[config.mk]
export PLATFORM = sky130hd
export DESIGN_NAME = cr16_alu
export DESIGN_NICKNAME = d
export VERILOG_FILES = /design/src/rtl/cr16_alu.sv
export SDC_FILE = /design/constraint.sdc
export NUM_CORES = 1
export LEC_CHECK = 0
export CORE_AREA = 2 2 166 168
export CTS_BUF_LIST = sky130_fd_sc_hd__clkbuf_8
export CTS_CLUSTER_DIAMETER = 200
export DETAILED_ROUTE_END_ITERATION = 10
export DIE_AREA = 0 0 168 170
export DONT_BUFFER_PORTS = 1
export SYNTH_ARGS = -nofsm -noshare
export SYNTH_HDL_FRONTEND = slang
export SYNTH_SLANG_ARGS = --single-unit
[constraint.sdc]
create_clock -name I_CLK -period 9.45 [get_ports I_CLK]
set_input_delay 1.89 -clock I_CLK [delete_from_list [all_inputs] [get_ports I_CLK]]
set_output_delay 1.89 -clock I_CLK [all_outputs]
set_load 0.01 [all_outputs]
[src/rtl/cr16_alu.sv]
// CR16 datapath ALU: combinational 16-bit result plus a registered 5-bit PSR flag set.
// O_STATUS bit order is {N, Z, F, L, C}.
module cr16_alu #(
    parameter int WIDTH = 16
) (
    input  logic             I_CLK,
    input  logic             I_NRESET,
    input  logic             I_ENABLE,
    input  logic [WIDTH-1:0] I_A,
    input  logic [WIDTH-1:0] I_B,
    input  logic [3:0]       I_OPCODE,
    output logic [WIDTH-1:0] O_C,
    output logic [4:0]       O_STATUS
);

    localparam int MSB = WIDTH - 1;
    localparam logic [WIDTH:0] ONE = {{WIDTH{1'b0}}, 1'b1};

    typedef enum logic [3:0] {
        OP_ADD   = 4'd0,
        OP_ADDU  = 4'd1,
        OP_ADDC  = 4'd2,
        OP_ADDCU = 4'd3,
        OP_SUB   = 4'd4,
        OP_MUL   = 4'd5,
        OP_AND   = 4'd6,
        OP_OR    = 4'd7,
        OP_XOR   = 4'd8,
        OP_NOT   = 4'd9,
        OP_LSH   = 4'd10,
        OP_RSH   = 4'd11,
        OP_ALSH  = 4'd12,
        OP_ARSH  = 4'd13
    } opcode_t;

    logic [WIDTH:0] w_sum;
    logic [WIDTH:0] w_sum_c;
    logic [MSB:0]   w_diff;
    logic [MSB:0]   w_res;
    logic           w_carry;
    logic           w_ovf;
    logic           w_neg;
    logic           w_zflag;
    logic           w_zero;
    logic [4:0]     r_status;

    always_comb begin
        w_sum   = {1'b0, I_A} + {1'b0, I_B};
        w_sum_c = w_sum + ONE;
        w_diff  = I_B - I_A;
        w_res   = '0;
        w_carry = 1'b0;
        w_ovf   = 1'b0;
        w_neg   = 1'b0;
        w_zflag = 1'b0;
        case (opcode_t'(I_OPCODE))
            OP_ADD: begin
                w_res   = w_sum[MSB:0];
                w_ovf   = (I_A[MSB] == I_B[MSB]) && (w_res[MSB] != I_A[MSB]);
                w_neg   = w_res[MSB];
                w_zflag = 1'b1;
            end
            OP_ADDU: begin
                w_res   = w_sum[MSB:0];
                w_carry = w_sum[WIDTH];
                w_zflag = 1'b1;
            end
            OP_ADDC: begin
                w_res   = w_sum_c[MSB:0];
                w_ovf   = (I_A[MSB] == I_B[MSB]) && (w_res[MSB] != I_A[MSB]);
                w_neg   = w_res[MSB];
                w_zflag = 1'b1;
            end
            OP_ADDCU: begin
                w_res   = w_sum_c[MSB:0];
                w_carry = w_sum_c[WIDTH];
                w_zflag = 1'b1;
            end
            OP_SUB: begin
                // N is the true signed compare B < A, so it stays correct when F is set.
                w_res   = w_diff;
                w_ovf   = (I_A[MSB] != I_B[MSB]) && (w_res[MSB] != I_B[MSB]);
                w_neg   = $signed(I_B) < $signed(I_A);
                w_zflag = 1'b1;
            end
            // Low half of a product is identical for signed and unsigned operands.
            OP_MUL:           w_res = I_A * I_B;
            OP_AND:           w_res = I_A & I_B;
            OP_OR:            w_res = I_A | I_B;
            OP_XOR:           w_res = I_A ^ I_B;
            OP_NOT:           w_res = ~I_A;
            OP_LSH, OP_ALSH:  w_res = I_A << I_B;
            OP_RSH, OP_ARSH:  w_res = I_A >> I_B;
            default:          w_res = '0;
        endcase
        w_zero = w_zflag && (w_res == '0);
    end

    assign O_C = I_ENABLE ? w_res : '0;

    always_ff @(posedge I_CLK or negedge I_NRESET) begin
        if (!I_NRESET) begin
            r_status <= '0;
        end else if (I_ENABLE) begin
            r_status <= {w_neg, w_zero, w_ovf, 1'b0, w_carry};
        end
    end

    assign O_STATUS = r_status;

endmodule

==> results.py, run 1 <==
metrics = {
    "logic_synthesis": {
        "yosys_warnings": 0,
        "ys_top_cells_by_area": "fa_1, ha_1, inv_1, nor2_1, xnor2_1",
        "syn_inst": 1168,
        "synthesis.area_um2": 8750,
        "ys_seq_area_share_pct": 1.14,
        "synth-edff-count": 0,
        "synth_top_cell_by_area": "fa_1",
        "ys.flop_type": "dfrtp_1",
        "synth-seq-cells": 4,
        "synthArstFlopShare_pct": 100,
        "yosysMostFrequentCell": "inv_1",
        "yosysUniqueCellTypes": 90,
        "synth.avg_cell_area_um2": 7.49,
        "syn_nets": 1387,
        "synth_top_area_share_pct": 18.8,
        "synth_common_cells": "inv_1, nor2_1, nand2_1, ha_1, fa_1",
    },
    "routing": {
        "num_vias": 8439,
        "wire_per_inst_um": 21.8,
        "firstDrtPassIters": 6,
        "drc": 0,
        "ant_nets": 0,
        "avgViaCountPerCell": 5.81,
        "routed_wirelength_um": 31700,
        "drt_iter0_markers": 1060,
    },
    "finish": {
        "design_area_um2": 8970,
        "final_core_util_pct": 33.7,
        "drive_above_1_share_pct": 6.56,
        "syn_to_final_growth_pct": 2.62,
        "nFillCells": 2858,
        "largest_reg_flops": 4,
        "num_antenna_cells": 0,
        "layout.nets": 1333,
    },
    "grt": {
        "grt_max_degree": 64,
        "track_usage_pct": 21.9,
        "grt_pass1_vias": 8196,
        "grt_pass1_wl_um": 48800,
        "antenna_found_initial": 0,
        "grt.overflow.total": 0,
    },
    "clock_tree": {
        "cts_setup_buffers": 0,
        "clk_pin_slew_ns": 0.03,
        "clockBufferDepth": 2,
        "cts.sinks": 4,
        "root_buffer": "clkbuf_8",
        "cts_tree": "yes",
        "cts_max_level": 1,
        "clock_latency_ns": 0.22,
        "cts_made_buffers": 3,
    },
    "pwr": {
        "power_mw": 1.55,
        "pwr-share-seq_pct": 1.3,
        "ir_worst_vdd_v": 0.000155,
        "p_clk_share_pct": 2.3,
        "netSwitchingPower_mw": 0.894,
        "combinationalPowerShare_pct": 96.5,
        "cellInternalPower_mw": 0.652,
        "power_density_nw_per_um2": 172,
        "sw_frac_of_total_pct": 57.8,
        "p_leak_nw": 4.04,
    },
    "critical_path": {
        "r2r.worst_path.cells": 1,
        "start_kind": "input pin",
        "endpoint": "O_C[15]",
        "crit_arrival_ns": 7.27,
        "r2r-end": "O_STATUS[4]$_DFFE_PN0P_",
        "critical_path.max_fanout": 13,
        "reg2reg_slack_ns": 8.72,
        "crit_required_ns": 7.56,
        "end_kind": "output port",
        "critPathLaunch": "I_A[7]",
        "r2r-start": "O_STATUS[4]$_DFFE_PN0P_",
        "critPathKind": "in -> out",
    },
    "die": {
        "die_area_um2": 28600,
        "num_rows": 60,
        "core-area_um2": 26700,
        "start_util_pct": 32.8,
        "die_y_um": 170,
        "num_io_pins": 60,
        "die_width_um": 168,
    },
    "placement": {
        "place_area_um2": 8930,
        "portBuffers": 0,
        "gp_congestion": 1.00,
        "post-dp-hpwl_um": 25500,
    },
    "timing": {
        "drv_slew": 0,
        "fmax_mhz": 109,
        "min_period_ns": 9.16,
        "max_slew.worst_pin.slew_ns": 0.843,
        "fin_worst_skew_ns": 0,
        "finalHoldViolCount": 0,
        "finalCritPeriodShare_pct": 96.9,
        "finalSetupViolCount": 0,
        "fin_setup_tns_ns": 0,
        "relSlewSlack_pct": 43.8,
        "rsz0062_at_grt": "false",
    },
    "worst_hold_path": {
        "hold_depth": 1,
        "hp-class": "reg -> reg",
    },
    "flow_run": {
        "cap_violations": 0,
    },
    "status": {
        "status": "complete, no violations",
    },
}
[cell type report]
type | count | area, um^2 | share of cell area [%]
multi-input cells | 918 | 7630 | 85.0
inverters | 167 | 631 | 7.03
well taps | 341 | 427 | 4.75
repair buffers | 20 | 150 | 1.67
flip-flops and latches | 4 | 100 | 1.12
clock buffers | 3 | 41.3 | 0.460
[routing by layer]
| layer | vias to the layer above | share of wire [%] | global-route usage [%] | wire length (um) |
|---|---|---|---|---|
| li1 | 3828 | - | - | - |
| met1 | 4094 | 42 | 30.5 | 13400 |
| met2 | 455 | 44 | 34.6 | 13900 |
| met3 | 62 | 10 | 3.72 | 3200 |
| met4 | 0 | 3.8 | 7.03 | 1220 |
| met5 | - | 0 | 0 | 0 |
[worst min path at each step]
| stage | end | slack [ns] | from |
|---|---|---|---|
| after floorplan | O_STATUS[4]$_DFFE_PN0P_ | 0.54 | O_STATUS[4]$_DFFE_PN0P_ |
| after global placement | O_STATUS[4]$_DFFE_PN0P_ | 0.57 | O_STATUS[4]$_DFFE_PN0P_ |
| after detailed placement | O_STATUS[4]$_DFFE_PN0P_ | 0.57 | O_STATUS[4]$_DFFE_PN0P_ |
| after CTS | O_STATUS[4]$_DFFE_PN0P_ | 0.58 | O_STATUS[4]$_DFFE_PN0P_ |
| after global routing | O_STATUS[4]$_DFFE_PN0P_ | 0.59 | O_STATUS[4]$_DFFE_PN0P_ |
| final | O_STATUS[4]$_DFFE_PN0P_ | 0.57 | O_STATUS[4]$_DFFE_PN0P_ |
[power groups by stage]
stage,sequential [mW],combinational (mW),clock (mW)
after floorplan,0.0194,1.09,0
after global placement,0.0196,1.47,0
after detailed placement,0.0196,1.48,0
after CTS,0.0194,1.49,0.0365
after global routing,0.0194,1.66,0.0378
final,0.0193,1.49,0.0355
[cells in the final DEF, fill, tap and decap left out, drive strengths merged, types with 20 or more instances in the layout]
cell and count:
a21oi 45, buf 20, fa 82, ha 98
inv 165, nand2 122, nand3 20, nor2 125
o21ai 51, xnor2 54, xor2 20
[cells by family after synthesis]
logic type,share of synthesized area (%)
AO/OA/AOI/OAI,21.3
XOR/XNOR,7.50
adder cells (fa/ha/maj),32.8
buffers and inverters,11.7
flip-flops,1.14
multiplexers,6.48
other,0.0429
AND/OR/NAND/NOR,19.0
[worst max-delay path, stage by stage]
cell,delay [ns]
inv_1,0.14
nor2_1,0.09
fa_1,0.54
inv_1,0.05
fa_1,0.48
fa_1,0.50
fa_1,0.54
inv_1,0.05
fa_1,0.47
inv_1,0.05
fa_1,0.48
inv_1,0.04
ha_1,0.31
a21oi_1,0.19
nand2_1,0.07
a21o_1,0.20
a21o_1,0.19
a21oi_2,0.20
xnor2_1,0.14
a2111o_1,0.46
and2_1,0.21
[per-stage QoR]
step	hold WS (ns)	setup WS, ns	cells
floorplan	0.537	0.0302	1168
global placement	0.570	0.146	1450
finish	0.566	0.293	1453
detailed placement	0.571	0.140	1450
CTS	0.577	0.111	1453
global route	0.587	0.0448	1453
[repair_timing]
item,CTS,global route
resized for setup,0,2
endpoints found under the setup margin,0,1
endpoints found under the hold margin,0,0
hold buffers,0,0
No activity file was read; power rests on OpenSTA's default activity.
==> inputs of run 2 (changes only) <==
Settings changed: SKIP_LAST_GASP set to 1.
==> results of run 2 <==
The final DEF is identical to that of run 1; final timing and power are the same.
==> inputs of run 3 (changes only) <==
Settings changed: CORE_AREA 2 2 166 168 to 10 10 174 176, CTS_CLUSTER_DIAMETER 200 to not set, DIE_AREA 0 0 168 170 to 0 0 184 186.
==> run 3 against run 2 <==
  * Fmax shrank 0.48%
  * Via count shrank 2.9%
  * Sequential power is essentially flat
  * Final cell count grew 0.41%
  * Sequential share of layout area is essentially flat
  * Count of clock-buffer cells in the layout is the same
  * Clock power is essentially flat
  * Worst setup slack lost 0.044 ns
  * Final area grew 0.46%
  * Global-route usage shrank 3.3 points
==> results.py, run 3 (synthesis results as in run 1) <==
metrics = {
    "status": {
        "status": "complete, no violations",
    },
    "finish": {
        "largest_reg_flops": 4,
        "final_cell_mix": "inv_1, nor2_1, nand2_1",
        "syn_to_final_growth_pct": 3.09,
        "drive_above_1_share_pct": 6.98,
        "num_antenna_cells": 0,
        "final_common_cell": "inv_1",
        "layout.nets": 1339,
    },
    "routing": {
        "ant_nets": 0,
        "num_vias": 8191,
        "drc": 0,
        "wire_per_inst_um": 22.0,
        "firstDrtPassIters": 5,
        "routed_wirelength_um": 32100,
        "avgViaCountPerCell": 5.61,
        "drt_iter0_markers": 812,
    },
    "clock_tree": {
        "clk_pin_slew_ns": 0.03,
        "cts.sinks": 4,
        "root_buffer": "clkbuf_8",
        "cts_max_level": 1,
        "clockBufferDepth": 2,
        "cts_tree": "yes",
        "cts_setup_buffers": 0,
        "cts_made_buffers": 3,
        "clock_latency_ns": 0.22,
    },
    "pwr": {
        "power_mw": 1.54,
        "power_density_nw_per_um2": 170,
        "ir_worst_vdd_v": 0.000154,
        "p_leak_nw": 4.07,
    },
    "grt": {
        "antenna_found_initial": 0,
        "grt_max_degree": 64,
        "use_met2_pct": 29.1,
        "grt.busiest_layer": "met2",
        "grt_pass1_vias": 8157,
        "grtUsageMet1_pct": 24.4,
        "grt_pass1_wl_um": 49200,
        "met3_usage_pct": 4.27,
        "track_usage_pct": 18.6,
        "grt.overflow.total": 0,
    },
    "timing": {
        "fmax_mhz": 109,
        "finalHoldViolCount": 0,
        "fin_setup_tns_ns": 0,
        "min_period_ns": 9.20,
        "max_slew.worst_pin.slew_ns": 0.790,
        "relSlewSlack_pct": 46.6,
        "fin_worst_skew_ns": 0,
        "finalCritPeriodShare_pct": 97.4,
        "fin_ws_ns": 0.249,
        "rsz0062_at_grt": "false",
        "finalSetupViolCount": 0,
        "drv_slew": 0,
    },
    "critical_path": {
        "critPathKind": "in -> out",
        "crit_arrival_ns": 7.31,
        "start_kind": "input pin",
        "crit_required_ns": 7.56,
        "critical_path.max_fanout": 12,
        "end_kind": "output port",
    },
    "worst_hold_path": {
        "hp-class": "reg -> reg",
    },
    "flow_run": {
        "cap_violations": 0,
    },
    "die": {
        "die_area_um2": 34200,
        "die_y_um": 186,
        "num_rows": 60,
        "start_util_pct": 32.7,
        "die_width_um": 184,
        "num_io_pins": 60,
        "core-area_um2": 26700,
    },
    "placement": {
        "place_ws_ns": 0.126,
        "portBuffers": 0,
        "post-dp-hpwl_um": 26100,
        "gp_congestion": 0.990,
    },
}
[run 3: path summary, 6_finish.rpt]
kind | from | end | slack, ns | cells past startpoint
hold reg to reg | O_STATUS[4]$_DFFE_PN0P_ | O_STATUS[4]$_DFFE_PN0P_ | 0.58 | 1
hold / removal | O_STATUS[4]$_DFFE_PN0P_ | O_STATUS[4]$_DFFE_PN0P_ | 0.58 | 1
setup / recovery | I_A[6] | O_C[15] | 0.25 | 21
setup reg to reg | O_STATUS[4]$_DFFE_PN0P_ | O_STATUS[4]$_DFFE_PN0P_ | 8.71 | 1
min in group asynchronous | I_NRESET | O_STATUS[3]$_DFFE_PN0P_ | 1.37 | 0
max in group asynchronous | I_NRESET | O_STATUS[4]$_DFFE_PN0P_ | 8.01 | 0
[run 3: cell type report]
type	count	area, um^2
flip-flops and latches	4	100
inverters	167	627
clock buffers	3	41.3
repair buffers	26	195
well taps	341	427
multi-input cells	918	7630
fillers	2857	17700
[run 3: power breakdown]
group	internal [mW]	total [mW]	leakage, nW	switching, mW
sequential	0.0182	0.0194	0.0525	0.00119
combinational	0.610	1.48	4.00	0.872
clock	0.0271	0.0352	0.0216	0.00811
[run 3: through the flow]
stage | area (um^2) | util [%] | hold WS, ns | std cells
2_1_floorplan | 8750 | - | 0.537 | 1168
3_3_place_gp | 8970 | 33.6 | 0.585 | 1456
3_5_place_dp | 8970 | 33.6 | 0.591 | 1456
4_1_cts | 9010 | 33.7 | 0.598 | 1459
5_1_grt | 9020 | 33.7 | 0.603 | 1459
6_report | 9020 | 33.7 | 0.585 | 1459
[run 3: what timing repair did]
action                     CTS  global route
hold buffers                 0             0
resized for setup            0             1
hold endpoints to repair     0             0
setup endpoints to repair    0             1
[run 3: worst max-delay path, stage by stage]
cell      delay, ns
inv_1          0.20
nor2_1         0.10
fa_1           0.51
inv_1          0.05
fa_1           0.46
fa_1           0.50
fa_1           0.54
inv_1          0.05
fa_1           0.48
inv_1          0.05
fa_1           0.47
inv_1          0.04
ha_1           0.31
a21oi_1        0.18
nand2_1        0.07
a21o_1         0.20
a21o_1         0.19
a21oi_2        0.20
xnor2_1        0.13
a2111o_1       0.47
and2_1         0.22
[run 3: routing by layer]
metal | vias to the layer above | routed length [um]
li1 | 3844 | -
met3 | 58 | 2940
met5 | - | 0
met2 | 341 | 14200
met1 | 3948 | 13600
met4 | 0 | 1320
